<file path="config.mk">
export PLATFORM = sky130hd
export DESIGN_NAME = debounce_ctrl
export DESIGN_NICKNAME = d
export VERILOG_FILES = /design/src/rtl/debounce_ctrl.sv
export SDC_FILE = /design/constraint.sdc
export NUM_CORES = 1
export LEC_CHECK = 0
export CAP_MARGIN = 20
export CORE_ASPECT_RATIO = 0.9
export CORE_UTILIZATION = 61
export DETAILED_ROUTE_END_ITERATION = 8
export PLACE_DENSITY = 0.89
export REMOVE_ABC_BUFFERS = 1
export SLEW_MARGIN = 10
export SYNTH_ARGS = -nofsm -noshare
export SYNTH_HDL_FRONTEND = slang
export SYNTH_SLANG_ARGS = --single-unit
</file>
<file path="constraint.sdc">
create_clock -name clk -period 3.5 [get_ports clk]
set_clock_uncertainty 0.1 [all_clocks]
set_input_delay 0.7 -clock clk [delete_from_list [all_inputs] [get_ports clk]]
set_output_delay 0.7 -clock clk [all_outputs]
set_load 0.03 [all_outputs]
</file>
<file path="src/rtl/debounce_ctrl.sv">
// Single-channel push-button debouncer: 2-FF synchroniser, sample-tick divider,
// and a qualification FSM that emits a clean level plus one-cycle edge pulses.
module debounce_ctrl #(
  parameter int TICK_DIV   = 250000,
  parameter int STABLE_CNT = 4
) (
  input  logic clk,
  input  logic rst,
  input  logic btn_in,
  input  logic enable,
  output logic btn_level,
  output logic btn_rise,
  output logic btn_fall,
  output logic sample_tick
);

  localparam int CNT_W  = $clog2(TICK_DIV);
  localparam int SCNT_W = $clog2(STABLE_CNT + 1);

  localparam logic [CNT_W-1:0]  TICK_LAST   = CNT_W'(TICK_DIV - 1);
  localparam logic [CNT_W-1:0]  TICK_ONE    = CNT_W'(1);
  localparam logic [SCNT_W-1:0] STABLE_LAST = SCNT_W'(STABLE_CNT - 1);
  localparam logic [SCNT_W-1:0] SCNT_ONE    = SCNT_W'(1);

  localparam logic [1:0] S_LOW      = 2'd0;
  localparam logic [1:0] S_RISE_CHK = 2'd1;
  localparam logic [1:0] S_HIGH     = 2'd2;
  localparam logic [1:0] S_FALL_CHK = 2'd3;

  logic              s1;
  logic              btn_s;
  logic [CNT_W-1:0]  tick_cnt;
  logic [1:0]        state;
  logic [SCNT_W-1:0] stab_cnt;
  logic              rise_q;
  logic              fall_q;

  // The synchroniser keeps running even while enable is low.
  always_ff @(posedge clk) begin
    if (rst) begin
      s1    <= 1'b0;
      btn_s <= 1'b0;
    end else begin
      s1    <= btn_in;
      btn_s <= s1;
    end
  end

  always_ff @(posedge clk) begin
    if (rst) begin
      tick_cnt <= '0;
    end else if (enable) begin
      if (tick_cnt == TICK_LAST)
        tick_cnt <= '0;
      else
        tick_cnt <= tick_cnt + TICK_ONE;
    end
  end

  assign sample_tick = enable && (tick_cnt == TICK_LAST);

  // Stable count holds the number of agreeing samples already seen in a check
  // state; reaching STABLE_CNT on the current tick commits the new level.
  always_ff @(posedge clk) begin
    if (rst) begin
      state     <= S_LOW;
      stab_cnt  <= '0;
      btn_level <= 1'b0;
      rise_q    <= 1'b0;
      fall_q    <= 1'b0;
    end else begin
      rise_q <= 1'b0;
      fall_q <= 1'b0;
      if (sample_tick) begin
        case (state)
          S_LOW: begin
            if (btn_s) begin
              state    <= S_RISE_CHK;
              stab_cnt <= SCNT_ONE;
            end
          end
          S_RISE_CHK: begin
            if (!btn_s) begin
              state    <= S_LOW;
              stab_cnt <= '0;
            end else if (stab_cnt == STABLE_LAST) begin
              state     <= S_HIGH;
              stab_cnt  <= '0;
              btn_level <= 1'b1;
              rise_q    <= 1'b1;
            end else begin
              stab_cnt <= stab_cnt + SCNT_ONE;
            end
          end
          S_HIGH: begin
            if (!btn_s) begin
              state    <= S_FALL_CHK;
              stab_cnt <= SCNT_ONE;
            end
          end
          S_FALL_CHK: begin
            if (btn_s) begin
              state    <= S_HIGH;
              stab_cnt <= '0;
            end else if (stab_cnt == STABLE_LAST) begin
              state     <= S_LOW;
              stab_cnt  <= '0;
              btn_level <= 1'b0;
              fall_q    <= 1'b1;
            end else begin
              stab_cnt <= stab_cnt + SCNT_ONE;
            end
          end
          default: begin
            state    <= S_LOW;
            stab_cnt <= '0;
          end
        endcase
      end
    end
  end

  assign btn_rise = rise_q & enable;
  assign btn_fall = fall_q & enable;

endmodule

</file>
==> flow_summary.toml <==
[synth]
synth_sequential_area_ratio_pct = 42.8
synth.top_cell.area_share_pct = 42.8
ys_async_sr_fraction_pct = 0
synth-main-ff-cell = "dfxtp_1"
synth_edf_count = 0
synth.top_cells.by_area = "dfxtp_1, xor2_1, nor2_1, a21oi_1, o21ai_0"
yosys_register_bits = 28
synthesis.area_sq_um = 1310
yosys.cell_count.top_type = "dfxtp_1"
post-synth-top-area-cell = "dfxtp_1"
syn_inst = 146
netlist_top_cells_count = "dfxtp_1, nor2_1, a21oi_1"
synth.avg_cell_area_sq_um = 8.97
synth.distinct_cells = 36
synth_warnings = 0

[sta]
timing.max_slew.rel_slack_pct = 49.7
min_period_over_period_pct = 90.6
final-setup-viol-count = 0
final_hold_fails = 0
unrepaired_setup_endpoints_after_global_routing = "false"
timing_worst_slew_pin_value_ns = 0.754
drv_slew = 0
setup-tns-final_ns = 0
fmax_mhz = 315
finalCriticalPeriod_ns = 3.17

[routing]
drc = 0
antenna_violating_nets_post_route = 0
wirelength_um = 2490
initialDrtViolationCount = 28
first_pass_iters = 4
drt-wirelength-per-cell_um = 14.2
vias = 1050
drt-vias-per-instance = 6.00

[cts]
cts_buffers = 3
clk_pin_slew_ns = 0.15
cts_setup_buffers = 0
clk_root_buffer_cell = "clkbuf_4"
cts_num_sinks = 28
postCtsResizedCells = 0
hold_buffers = 0
worstSkewPairLatency_ns = 0.33
max-clock-path-buffers = 2
htreeDepth = 1
cts_tree = "yes"

[place]
dp_hpwl_um = 1790
portBuffers = 7
placedInstanceArea_sq_um = 1360
gp_congestion = 0.880

[global_routing]
grt_use_total_pct = 23.4
globalRoute.totalOverflow = 0
grt_first_pass_wirelength_um = 4040
grt_antenna_before_repair = 0
grt_start_max_net_pins = 19
first_global_vias = 956

[layout]
drive_gt1_share_pct = 8.00
finish.instance_area_sq_um = 1410
design.final.nets = 157
area_growth_syn_to_layout_pct = 7.55
antenna_cells_inserted = 0

[die]
die_height_um = 46.0
placement_rows = 15
die_width_um = 50.9
num_io_pins = 8
coreArea_sq_um = 1970
die_area_sq_um = 2340
floorplan.initialDensity_pct = 66.5

[setup_path]
timing.critical_path.required_ns = 2.70
timing.critical_path.arrival_ns = 2.37
biggest_fanout_along_the_worst_timing_path = 12
criticalPathCategory = "input port to output port"
type_of_destination_of_the_critical_path = "output port"
critical_path.startpoint_type = "input port"

[power_and_ir_drop]
pwr_density_cell_nw_per_um2 = 399
peakVddDrop_mv = 0.340
static-leakage-power_nw = 0.508

[run]
max_cap_viol_count = 0

[hold_path]
worstHoldPathType = "flip-flop to flip-flop"

[outcome]
run_status = "finished, final reports clean"
logic make-up after synthesis:
| family | share of synthesized area, % |
|---|---|
| and+or+nand+nor | 28.5 |
| DFF | 42.8 |
| AOI/OAI and AO/OA | 12.0 |
| buffers and inverters | 6.02 |
| xor gates and xnor gates | 8.02 |
| adders and majority gates | 1.91 |
| muxes | 0.764 |
cell usage in the layout, fill, tap and decap left out:
master / count
a31oi_1: 1
clkdlybuf4s50_1: 6
nand3_1: 6
buf_4: 1
and2_1: 3
clkbuf_4: 3
nand4_1: 6
o21ai_2: 1
o21ai_0: 8
or3_2: 1
nor4b_1: 2
dfxtp_1: 28
xor2_1: 8
o311ai_0: 1
and4_2: 1
inv_1: 7
mux2i_1: 1
nand2_1: 5
nor3b_1: 1
nor2b_1: 3
ha_1: 2
nand3b_1: 1
or4_1: 3
o311a_1: 1
or2_2: 1
o2111ai_1: 1
xnor2_1: 4
and2_2: 2
bufinv_16: 1
or3_1: 6
and3_1: 4
nor4_1: 1
a21oi_1: 9
and4_1: 3
nor2_1: 13
nand2_4: 1
o31ai_1: 4
where the power goes:
| part | switching, mW | leakage (nW) | internal [mW] |
|---|---|---|---|
| Combinational | 0.0137 | 0.254 | 0.0105 |
| Clock | 0.0951 | 0.0279 | 0.116 |
| Sequential | 0.00352 | 0.226 | 0.324 |
final cells by class:
cell class,instances,area [sq um]
multi-input combinational,104,671
fill,160,562
sequential,28,561
timing repair buffer,7,67.6
tap,25,31.3
clock inverter,1,30.0
inverter,7,26.3
clock buffer,3,22.5
flip-flops by register name, summed over array words and instances, names as in the netlist, named ones only:
signal,count
fall_q,1
s1,1
btn_level,1
stab_cnt,3
tick_cnt,18
state,1
rise_q,1
btn_s,1
final timing paths:
kind         slack, ns        start     endpoint  cells after the start
min reg2reg       0.37           s1        btn_s                      1
max               0.33       enable  sample_tick                      6
max reg2reg       1.16  tick_cnt[8]  tick_cnt[9]                      4
min               0.37           s1        btn_s                      1
per-layer routing:
layer  GRT usage, %  vias to the layer above  routed length, um
li1               -                      526                  -
met1           25.7                      497               1120
met2           44.0                       21               1230
met3           7.67                        6                102
met4           6.11                        0                 42
met5              0                        -                  0
worst max-delay path, stage by stage:
cell and delay, ns:
clkdlybuf4s50_1 0.59, and4_1 0.39, nand2_4 0.14, or2_2 0.34
inv_1 0.06, buf_4 0.15
through the flow:
step	power, mW	worst slack, ns	hold slack (ns)	instances	utilization (%)
after floorplan	0.346	1.06	0.314	139	-
after global placement	0.356	0.371	0.332	171	68.8
after detailed placement	0.358	0.336	0.346	171	68.8
after CTS	0.565	0.335	0.370	175	71.5
after global routing	0.580	0.228	0.384	175	71.5
final	0.562	0.328	0.367	175	71.5
No activity file was read; power rests on OpenSTA's default activity.
==> RTL change, RTL diff (config.mk and constraints unchanged) <==
The parameter `TICK_DIV` goes from 250000 to 62500.
--- a/src/rtl/debounce_ctrl.sv
+++ b/src/rtl/debounce_ctrl.sv
@@ -1,7 +1,7 @@
 // Single-channel push-button debouncer: 2-FF synchroniser, sample-tick divider,
 // and a qualification FSM that emits a clean level plus one-cycle edge pulses.
 module debounce_ctrl #(
-  parameter int TICK_DIV   = 250000,
+  parameter int TICK_DIV   = 62500,
   parameter int STABLE_CNT = 4
 ) (
   input  logic clk,
Check against the original RTL: same outputs for any inputs over 10 cycles, from zero or initial values and one cycle with rst high; that may be too few to reach the edited logic, so the function may still have changed.
==> RTL change against the original RTL <==
Wire length decreased by 7.0%. Total power decreased by 5.9%. Worst setup slack improved by 0.23 ns. Cell count decreased by 2.9%. Register-to-register slack improved by 0.21 ns. Sequential cell count decreased by 2. Sequential power decreased by 7.0%. Core utilization increased by 4.5 points. Design area decreased by 4.6%. Non-clock buffer count increased by 1. Area after synthesis decreased by 7.4%. Global-route usage increased by 0.57 points. Die area decreased by 7.1%. Critical path type unchanged. Critical endpoint unchanged.
==> RTL change: results (changes against the original RTL) <==
| Metric | Value |
|---|---|
| Filler cells | `129 (was 160)` |
| Inst Count DP | `166 (was 171)` |
| Tot GR Track Use | `24.0% (was 23.4%)` |
| Largest net degree at the start of global routing | `17 (was 19)` |
| Status | `finished, final reports clean (unchanged)` |
| Met3 routed WL | `137 µm (was 102 µm)` |
| Synth cell count leaders | `dfxtp_1, nor2_1, nand2_1 (was dfxtp_1, nor2_1, a21oi_1, o21ai_0, xor2_1)` |
| CP max FO | `5 (was 12)` |
| First-pass GRT wire length | `3.93 mm (was 4.04 mm)` |
| Met2 WL | `1.10 mm (was 1.23 mm)` |
| Routed vias | `1,020 (was 1,050)` |
| Fraction of layout cells with a size suffix above 1 | `8.22% (was 8.00%)` |
| Minimum setup slack among reg-to-reg paths | `1.37 ns (was 1.16 ns)` |
| CP max stage delay | `0.52 ns (was 0.59 ns)` |
| Largest cells by area after synthesis | `dfxtp_1, xnor2_1, nor2_1, xor2_1, nand4_1 (was dfxtp_1, xor2_1, nor2_1, a21oi_1, o21ai_0)` |
| Critical path arrival | `2.14 ns (was 2.37 ns)` |
| Initial DRC Count | `32 (was 28)` |
| Max transition margin | `55.9% (was 49.7%)` |
| DP Wirelength | `1.64 mm (was 1.79 mm)` |
| Mapped Cells | `138 (was 146)` |
| GPL Wtd Cong | `0.786 (was 0.880)` |
| Placed inst area | `0.00129 mm² (was 0.00136 mm²)` |
| M1 WL | `1.07 mm (was 1.12 mm)` |
| Sequential fraction of the synthesis area | `42.9% (was 42.8%)` |
| Total Wirelength | `2.32 mm (was 2.49 mm)` |
| Maximum vdd ir drop | `0.387 mV (was 0.340 mV)` |
| Count of different cell masters after synthesis | `31 (was 36)` |
| Reg-to-reg endpoint | `tick_cnt[15]$_SDFFE_PP0P_ (was tick_cnt[9]$_SDFFE_PP0P_)` |
| PortBufs | `7 (unchanged)` |
| LEAKAGE | `0.000472 µW (was 0.000508 µW)` |
| Fin nets | `153 (was 157)` |
-- RTL change: changes by cell type after synthesis, sizes merged, moves of 3 or more --
cell / unedited run / this run
xnor2: 4 / 8
and2: 5 / 2
nor4: 1 / 6
nor2: 13 / 18
nand2: 6 / 11
nor3: 0 / 5
a21oi: 9 / 3
and4: 4 / 0
o21ai: 9 / 1
or3: 7 / 1
-- RTL change: worst max-delay path by stage --
stage | start | end | slack (ns) | depth (start not counted)
floorplan | enable | sample_tick | 1.15 | 4
global placement | enable | sample_tick | 0.58 | 6
detailed placement | enable | sample_tick | 0.56 | 6
CTS | enable | sample_tick | 0.56 | 6
global route | enable | sample_tick | 0.50 | 6
finish | enable | sample_tick | 0.56 | 6
-- RTL change: metal layers --
metal | vias to the layer above | track usage (%)
met2 | 30 | 40.6
met4 | 0 | 8.24
met3 | 2 | 8.59
met5 | - | 0
li1 | 507 | -
met1 | 481 | 28.7
-- RTL change: power breakdown --
part	internal, µW	leakage, µW	switching, µW
Combinational	8.80	0.000234	12.3
Sequential	300	0.000210	4.68
Clock	116	0.0000279	88.2
Total	424	0.000472	105
-- RTL change: final cells by class --
cell class | instances | share of cell area (%)
sequential | 26 | 38.7
tap | 24 | 2.23
clock buffer | 3 | 1.68
inverter | 6 | 1.68
clock inverter | 1 | 2.23
multi-input combinational | 102 | 47.9
timing repair buffer | 8 | 5.59
-- RTL change: logic make-up after synthesis --
group,synth area share (%)
adder cells (fa/ha/maj),2.06
AO/OA/AOI/OAI,8.77
flip-flops,42.9
buffers and inverters,4.02
XOR/XNOR,10.8
AND/OR/NAND/NOR,30.5
multiplexers,0.826
-- RTL change: worst max-delay path: cells and delay by family --
kind          cells  cell delay (ns)
buf+inv           3             0.73
simple gates      3             0.72
-- RTL change: stage by stage --
| stage | util (%) | setup slack, ns | hold slack, ns | total power [µW] |
|---|---|---|---|---|
| detailed placement | 73.0 | 0.564 | 0.335 | 331 |
| finish | 76.0 | 0.561 | 0.359 | 529 |
| global placement | 73.0 | 0.579 | 0.318 | 330 |
| floorplan | - | 1.15 | 0.314 | 320 |
| global route | 76.0 | 0.498 | 0.371 | 544 |
| CTS | 76.0 | 0.562 | 0.361 | 533 |
